[src/rtl/updown_mod_counter.sv]
// Loadable up/down counter with a programmable modulus (0..limit), wrap or
// saturate behaviour at the bounds, an optional clock-enable prescaler and a
// registered terminal-count pulse suitable for cascading into another en.
module updown_mod_counter #(
  parameter int WIDTH = 8,
  parameter int DIV   = 1
) (
  input  logic             clk,
  input  logic             rst_n,
  input  logic             load_n,
  input  logic [WIDTH-1:0] d,
  input  logic             en,
  input  logic             up,
  input  logic             sat,
  input  logic [WIDTH-1:0] limit,
  output logic [WIDTH-1:0] q,
  output logic             tc
);

  logic             tick;
  logic [WIDTH-1:0] q_nxt;
  logic             tc_nxt;

  generate
    if (DIV <= 1) begin : g_no_pre
      // Without a prescaler every enabled cycle is a count step.
      assign tick = en;
    end else begin : g_pre
      localparam int             PRE_W    = $clog2(DIV);
      localparam logic [PRE_W-1:0] PRE_LAST = PRE_W'(DIV - 1);

      logic [PRE_W-1:0] pre;

      assign tick = en && (pre == PRE_LAST);

      // Prescaler: counts enabled cycles, restarts on a load or after its last phase.
      always_ff @(posedge clk or negedge rst_n) begin
        if (!rst_n) begin
          pre <= '0;
        end else if (!load_n) begin
          pre <= '0;
        end else if (en) begin
          pre <= tick ? '0 : pre + 1'b1;
        end
      end
    end
  endgenerate

  // Next count and terminal-count: load beats tick; bounds are compared
  // before any increment/decrement so nothing overflows WIDTH bits.
  always_comb begin
    q_nxt  = q;
    tc_nxt = 1'b0;
    if (!load_n) begin
      q_nxt = (d > limit) ? limit : d;
    end else if (tick) begin
      if (q > limit) begin
        // limit was lowered under us; pull back into range quietly
        q_nxt = limit;
      end else if (up) begin
        if (q == limit) begin
          tc_nxt = 1'b1;
          q_nxt  = sat ? limit : '0;
        end else begin
          q_nxt = q + 1'b1;
        end
      end else begin
        if (q == '0) begin
          tc_nxt = 1'b1;
          q_nxt  = sat ? '0 : limit;
        end else begin
          q_nxt = q - 1'b1;
        end
      end
    end
  end

  // Output registers: q and tc are both registered, so no input reaches an
  // output combinationally.
  always_ff @(posedge clk or negedge rst_n) begin
    if (!rst_n) begin
      q  <= '0;
      tc <= 1'b0;
    end else begin
      q  <= q_nxt;
      tc <= tc_nxt;
    end
  end

endmodule
[config.mk]
export PLATFORM = sky130hd
export DESIGN_NAME = updown_mod_counter
export DESIGN_NICKNAME = d
export VERILOG_FILES = /design/src/rtl/updown_mod_counter.sv
export SDC_FILE = /design/constraint.sdc
export NUM_CORES = 1
export LEC_CHECK = 0
export ABC_CLOCK_PERIOD_IN_PS = 5300
export CORE_MARGIN = 10
export CORE_UTILIZATION = 55
export CTS_CLUSTER_SIZE = 28
export DETAILED_ROUTE_END_ITERATION = 8
export GPL_ROUTABILITY_DRIVEN = 0
export HOLD_SLACK_MARGIN = 0.12
export PLACE_DENSITY = 0.95
export SLEW_MARGIN = 10
export SYNTH_ARGS = -nofsm -noshare
export SYNTH_HDL_FRONTEND = slang
export SYNTH_SLANG_ARGS = --single-unit
[constraint.sdc]
create_clock -name clk -period 5.3 [get_ports clk]
set_clock_uncertainty 0.15 [all_clocks]
set_input_delay 1.06 -clock clk [delete_from_list [all_inputs] [get_ports clk]]
set_output_delay 1.06 -clock clk [all_outputs]
set_load 0.02 [all_outputs]
# Yosys cells after proc, flatten, opt, wreduce, memory -nomap -nowiden
# Index checks and enable logic that the tools add are counted.
[word_totals]
regBits = 9
latch_bits = 0
ram_bits = 0
romBits = 0
inputBits = 22
output_inout_bits = 9
elab_cells = 24
mem_count = 0
[op_classes]
addsub = 2
mul = 0
div_mod_pow = 0
magnitude_cmp = 2
n_eq_ne = 2
shifts = 0
mux = 15
bitwise_logic = 0
reduce_logical = 1
[op_table]
columns = ["op", "n"]
rows = [
  ["8-bit 2-to-1 mux", 9],
  ["8-bit greater-than comparator", 2],
  ["8-bit by 1-bit adder with 8-bit output (second input constant)", 1],
  ["8-bit equality test", 1],
  ["8-bit zero test", 1],
  ["8-bit by 1-bit subtractor with 8-bit output (second input constant)", 1],
  ["1-bit 2-to-1 mux", 6],
  ["2-bit by 1-bit inequality test with 1-bit output (second input constant)", 1],
]

# Depth between registers and ports, before layout
# Gate-level depths: netlist of run 1.
[depth]
word_depth = 6
depth_mapped = 10
depth_no_buf = 8

# Worst setup path after synthesis of run 1
# Ideal clock, no wire load.
[synth_timing]
kind = "input port to flip-flop"
startpoint = "input limit[7]"
endpoint = "register q[6]"
setup_ps = 139
t_arrival_ps = 2784
required_ps = 5011
path_slack_ps = 2227
cell_stages = 9
path_buffers = 1
cell_sequence = "inv_1 > ha_1 > nand4_1 > or2_2 > clkbuf_1 > o221ai_1 > o2111ai_1 > o31ai_1 > or4_1"
[synth_between]
elab_chain_len = 6
elab_cells_between_ends = 9
cone_classes = "2 x order compare; 1 x eq/ne; 6 x mux"
[synth_lines]
columns = ["element", "line", "text"]
rows = [
  ["start: declaration", "15", "input logic [WIDTH-1:0] limit,"],
  ["parallel branches: the longest is 5 deep, another holds 8-bit greater-than comparator", "n/a", ""],
  ["8-bit 2-to-1 mux *", "54", "if (!load_n) begin"],
  ["end signal: assignment", "85", "q <= q_nxt;"],
  ["end: declaration", "16", "output logic [WIDTH-1:0] q,"],
]
# Mark *: on every way between the ends. The select of a mux whose other input is x is not followed.
# A chain may end at the register's enable or synchronous reset.

# Worst setup path in the final report of run 1
[layout_timing]
startpoint = "input limit[7]"
endpoint = "register q[4]"
# The elaborated chain is that of the path after synthesis.

==> flow_metrics.py, run 1 <==
metrics = {
    "outcome": {
        "status": "finished, final reports clean",
    },
    "synth": {
        "ys.flop_type": "dfrtp_1",
        "async_flop_share_pct": 100.0,
        "syn_avg_cell_area_um2": 7.560,
        "netlist.top_cell.by_area": "ha_1",
        "yosysWarnings": 0,
        "ys_types": 47,
        "synth_seq_cells": 9,
        "synth_top_area_share_pct": 16.46,
        "syn_area_um2": 1444,
        "netlist_instances": 191,
        "syn_nets": 232,
        "synthTopCellsByArea": "ha_1 (16%), dfrtp_1 (16%), nand2_1 (4.2%)",
        "yosysSeqAreaShare_pct": 15.60,
        "synth_enable_flop_cells": 0,
    },
    "flow_run": {
        "max_cap_violations": 0,
    },
    "route": {
        "wire_per_inst_um": 17.38,
        "drc": 0,
        "via_per_inst": 6.580,
        "drt_iter0_markers": 125,
        "dr.pass1.iters": 6,
        "num_vias": 1612,
        "antenna_left": 0,
        "routed_wl_mm": 4.257,
    },
    "sta": {
        "finalSetupViolCount": 0,
        "report.final.hold_viol_count": 0,
        "slew-limit-headroom_pct": 47.57,
        "clock.fmax_ghz": 0.2642,
        "slew_viol_final": 0,
        "finalSetupTns_ns": 0,
        "fin_crit_ns": 3.786,
        "rsz0062_at_grt": "false",
        "tightest_slew_ns": 0.7840,
        "fin_crit_sh_pct": 71.43,
    },
    "floorplanning": {
        "fp-row-count": 18,
        "coreArea_um2": 2500,
        "die_height_um": 71.24,
        "die_area_um2": 5074,
        "dieWidth_um": 71.24,
        "ios": 31,
        "initial_core_util_pct": 57.76,
    },
    "critical_path": {
        "path_buf_inv": 2,
        "cpPeakStageDelay_ns": 0.52,
        "r2r_start": "q[6]",
        "crit_required_ns": 5.30,
        "cp_slowest_cell": "clkdlybuf4s50_1",
        "crit_fanout": 12,
        "cp-start-kind": "input port",
        "path_cells": "clkdlybuf4s50_1 -> inv_1 -> ha_1 -> nand4_1 -> or2_2 -> o21ai_1 -> a21oi_1 -> a32oi_1 -> nand4_1",
        "path_class": "in2reg",
        "path_common_cell": "nand4_1",
        "setup.worst_path.start": "limit[7]",
        "crit_family": "compound AO/OA/AOI/OAI gates",
        "cp-end-kind": "flop",
        "crit_arrival_ns": 3.78,
    },
    "cells_and_area": {
        "final_cell_mix": "clkdlybuf4s50_1 (30), ha_1 (19), nand2_1 (16), inv_1 (15), a21oi_1 (11)",
        "drive_above_1_share_pct": 4.186,
        "final_common_cell": "clkdlybuf4s50_1",
        "fin_util_pct": 70.42,
        "diodes": 0,
        "area_growth_pct": 21.92,
        "nets": 257,
        "layout.cells.non_filler": 245,
    },
    "placed_design": {
        "dp.cells": 241,
        "port_buffers": 30,
        "hpwl_mm": 3.398,
    },
    "global_routing": {
        "grt_use_total_pct": 16.35,
        "grt_start_max_net_pins": 26,
        "antenna_found_initial": 0,
        "grt-ovfl-total": 0,
        "grt_pass1_vias": 1504,
        "grt_pass1_wl_mm": 7.100,
    },
    "hold_path": {
        "min_from": "q[0]",
        "hold_class": "reg2reg",
    },
    "clock_tree": {
        "root_buffer": "clkbuf_4",
        "post_cts_buffers": 0,
        "clkTransAtPathRegs_ns": 0.06,
        "htree_levels": 1,
        "numCtsBuffers": 3,
        "cts_max_path_buffers": 2,
        "cts_tree": "yes",
        "clock-sinks": 9,
        "clkLatencyLatePin_ns": 0.27,
        "cts_resized": 0,
        "hold_buffers": 0,
    },
    "power": {
        "cellLeakagePower_nw": 0.7342,
        "ir_worst_vdd_uv": 223.1,
        "power_density_nw_per_um2": 244.4,
    },
}
sequential cells by signal, summed over array words and instances, names as in the netlist:
name	flops
q	8
tc	1
worst paths after layout:
path,to,slack [ns],cells past startpoint
setup reg to reg,q[4],2.35,7
hold reg to reg,q[0],0.56,2
setup / recovery,q[4],1.51,9
hold / removal,q[0],0.56,2
max in group asynchronous,q[4],3.77,1
min in group asynchronous,q[2],0.94,1
tightest hold or removal path, cell delays in order, from the launching register on:
cell,delay [ns]
dfrtp_1,0.48
nand2_1,0.10
o211ai_1,0.08
report_power, final:
part,internal [mW],switching [mW],total (mW)
clock network,0.0292,0.0260,0.0552
registers,0.0814,0.0411,0.122
logic,0.119,0.134,0.253
total,0.229,0.201,0.430
Yosys cell counts, drive strengths merged, types with 2 or more instances:
library cell / count
ha: 19
nand2: 16
inv: 15
a21oi: 11
nor2: 10
dfrtp: 9
nand4: 9
o21ai: 8
clkbuf: 7
nand3: 7
mux2i: 5
xor2: 5
a211oi: 4
nor2b: 4
nor3: 4
nor4: 4
o211ai: 4
o22ai: 4
a32oi: 3
buf: 3
or2: 3
or4: 3
xnor2: 3
a211o: 2
a31oi: 2
and3: 2
nand2b: 2
nand3b: 2
nor3b: 2
o2111ai: 2
o221ai: 2
or3: 2
kinds of logic after synthesis:
group	share of synthesized area (%)
buffers and inverters	7.192
AO/OA/AOI/OAI	23.74
flip-flops	15.60
XOR/XNOR	4.853
adder cells (fa/ha/maj)	16.46
multiplexers	3.466
AND/OR/NAND/NOR	28.68
metal layers:
layer / part of all wire (%) / vias up / track usage, %
li1: - / 775 / -
met1: 43 / 730 / 21.12
met2: 45 / 93 / 25.69
met3: 9.8 / 14 / 5.096
met4: 2.2 / 0 / 3.871
met5: 0 / - / 0
metrics by stage:
step / total power [mW] / worst slack (ns) / hold slack [ns] / area [um^2]
floorplan: 0.2838 / 2.227 / 0.5607 / 1444
global placement: 0.3612 / 1.237 / 0.5307 / 1734
detailed placement: 0.3696 / 1.107 / 0.5402 / 1734
CTS: 0.4254 / 1.337 / 0.5504 / 1760
global route: 0.4636 / 1.356 / 0.5867 / 1760
finish: 0.4302 / 1.514 / 0.5557 / 1760
final cells by class:
cell class / instances / area [um^2]
inverters: 15 / 56.30
well taps: 30 / 37.54
fillers: 211 / 739.5
flip-flops and latches: 9 / 225.2
multi-input cells: 157 / 1115
repair buffers: 30 / 300.3
clock buffers: 4 / 26.28
(Power assumes the default switching activity.)
==> run 2: changes to the inputs <==
--- a/config.mk
+++ b/config.mk
@@ -5,14 +5,14 @@
 export SDC_FILE = /design/constraint.sdc
 export NUM_CORES = 1
 export LEC_CHECK = 0
-export ABC_CLOCK_PERIOD_IN_PS = 5300
+export ABC_CLOCK_PERIOD_IN_PS = 3900
 export CORE_MARGIN = 10
-export CORE_UTILIZATION = 55
+export CORE_UTILIZATION = 51
 export CTS_CLUSTER_SIZE = 28
 export DETAILED_ROUTE_END_ITERATION = 8
 export GPL_ROUTABILITY_DRIVEN = 0
 export HOLD_SLACK_MARGIN = 0.12
-export PLACE_DENSITY = 0.95
+export PLACE_DENSITY = 0.91
 export SLEW_MARGIN = 10
 export SYNTH_ARGS = -nofsm -noshare
 export SYNTH_HDL_FRONTEND = slang
==> constraint.sdc (replaced) <==
create_clock -name clk -period 3.9 [get_ports clk]
set_clock_uncertainty 0.15 [all_clocks]
set_input_delay 0.78 -clock clk [delete_from_list [all_inputs] [get_ports clk]]
set_output_delay 0.78 -clock clk [all_outputs]
set_load 0.02 [all_outputs]
==> flow_metrics.py, run 2 (synthesized netlist as in run 1, its figures left out) <==
metrics = {
    "critical_path": {
        "crit_arrival_ns": 3.44,
        "cp_slowest_cell": "clkdlybuf4s50_1",
        "path_class": "in2reg",
        "crit_required_ns": 3.90,
        "cp-end-kind": "flop",
        "crit_fanout": 7,
        "cp-start-kind": "input port",
        "path_cells": "clkdlybuf4s50_1 -> inv_1 -> ha_1 -> nand4_1 -> a211oi_1 -> o21ai_0 -> o2111ai_1 -> o31ai_1 -> or4_1",
        "cpPeakStageDelay_ns": 0.55,
    },
    "global_routing": {
        "grt_use_total_pct": 15.95,
        "grt_start_max_net_pins": 26,
        "antenna_found_initial": 0,
        "grt_pass1_wl_mm": 7.072,
        "grt-ovfl-total": 0,
        "grt_pass1_vias": 1545,
    },
    "cells_and_area": {
        "diodes": 0,
        "final_cell_mix": "clkdlybuf4s50_1 (30), ha_1 (19), nand2_1 (16), inv_1 (15), a21oi_1 (11)",
        "fin_util_pct": 64.99,
        "final_common_cell": "clkdlybuf4s50_1",
        "fin_area_um2": 1777,
        "reg.largest.list": "q: 8 flops, tc: 1 flops",
        "nets": 259,
        "drive_above_1_share_pct": 5.069,
        "top_register": "q",
        "largest_register_ffs": 8,
        "area_growth_pct": 23.05,
    },
    "power": {
        "ir_worst_vdd_uv": 308.1,
        "p_int_uw": 315.1,
        "power_density_nw_per_um2": 330.2,
        "power_frac_comb_pct": 58.4,
        "p_clk_share_pct": 13.3,
        "report.power.total_uw": 586.7,
        "cellLeakagePower_nw": 0.7435,
        "power.switching_uw": 271.6,
        "p_seq_share_pct": 28.2,
        "sw_frac_of_total_pct": 46.30,
    },
    "sta": {
        "finalSetupTns_ns": 0,
        "slew_viol_final": 0,
        "report.final.hold_viol_count": 0,
        "fin_crit_sh_pct": 88.10,
        "fin_ws_ns": 0.4639,
        "tightest_slew_ns": 0.7118,
        "rsz0062_at_grt": "false",
        "clock.fmax_ghz": 0.2910,
        "finalSetupViolCount": 0,
        "fin_crit_ns": 3.436,
        "slew-limit-headroom_pct": 52.04,
    },
    "placed_design": {
        "pre_cts_slack_ns": 0.2370,
        "hpwl_mm": 3.339,
        "port_buffers": 30,
        "place_area_um2": 1750,
    },
    "clock_tree": {
        "post_cts_buffers": 0,
        "cts_tree": "yes",
        "numCtsBuffers": 3,
        "hold_buffers": 0,
        "htree_levels": 1,
        "clkTransAtPathRegs_ns": 0.07,
        "clock-sinks": 9,
        "clkLatencyLatePin_ns": 0.28,
        "root_buffer": "clkbuf_4",
        "cts_max_path_buffers": 2,
        "cts_resized": 0,
    },
    "route": {
        "wire_per_inst_um": 17.18,
        "dr.pass1.iters": 4,
        "drc": 0,
        "drt_iter0_markers": 167,
        "num_vias": 1595,
        "via_per_inst": 6.431,
        "routed_wl_mm": 4.261,
        "antenna_left": 0,
    },
    "outcome": {
        "status": "finished, final reports clean",
    },
    "floorplanning": {
        "dieWidth_um": 73.21,
        "die_area_um2": 5360,
        "ios": 31,
        "coreArea_um2": 2734,
        "initial_core_util_pct": 52.81,
        "fp-row-count": 19,
        "die_height_um": 73.21,
    },
    "flow_run": {
        "max_cap_violations": 0,
    },
    "hold_path": {
        "hold_class": "reg2reg",
    },
}
## run 2: cell count changes in the layout (fill, tap and decap cells not counted), sizes merged
cell	previous run	this run
buf	0	2
## run 2: layout make-up
| type | instances | area (um^2) |
|---|---|---|
| multi-input cells | 157 | 1115 |
| fillers | 233 | 957.2 |
| well taps | 31 | 38.79 |
| repair buffers | 32 | 315.3 |
| flip-flops and latches | 9 | 225.2 |
| clock buffers | 4 | 26.28 |
| inverters | 15 | 56.30 |
## run 2: final timing paths
check | from | to | slack (ns) | cells past startpoint
setup / recovery | limit[7] | q[6] | 0.46 | 9
hold / removal | q[0] | q[0] | 0.55 | 2
setup reg to reg | q[6] | q[6] | 1.05 | 7
hold reg to reg | q[0] | q[0] | 0.55 | 2
max in group asynchronous | rst_n | q[2] | 2.61 | 1
min in group asynchronous | rst_n | q[6] | 0.67 | 1
## run 2: routing by layer
layer / GRT usage (%) / routed length (um) / vias up
li1: - / - / 779
met1: 20.88 / 1878 / 743
met2: 23.97 / 1946 / 63
met3: 5.442 / 383 / 10
met4: 4.430 / 52 / 0
met5: 0 / 0 / -
## run 2: critical path, delay by kind of cell
kind	cells	cell delay (ns)
buffers and inverters	2	0.65
AOI/OAI and AO/OA	4	0.92
adders and majority gates	1	0.32
and+or+nand+nor	2	0.77
## run 2: power by group through the flow
stage | clock (mW) | sequential, mW | combinational (mW)
after detailed placement | 0 | 0.165 | 0.339
after CTS | 0.0792 | 0.164 | 0.340
after global routing | 0.0838 | 0.170 | 0.379
final | 0.0783 | 0.165 | 0.343
after floorplan | 0 | 0.157 | 0.229
after global placement | 0 | 0.165 | 0.331
## run 2: stage by stage
| stage | std cells | hold slack [ns] |
|---|---|---|
| 2_1_floorplan | 191 | 0.3344 |
| 3_3_place_gp | 244 | 0.5314 |
| 3_5_place_dp | 244 | 0.5295 |
| 4_1_cts | 248 | 0.5497 |
| 5_1_grt | 248 | 0.5861 |
| 6_report | 248 | 0.5512 |
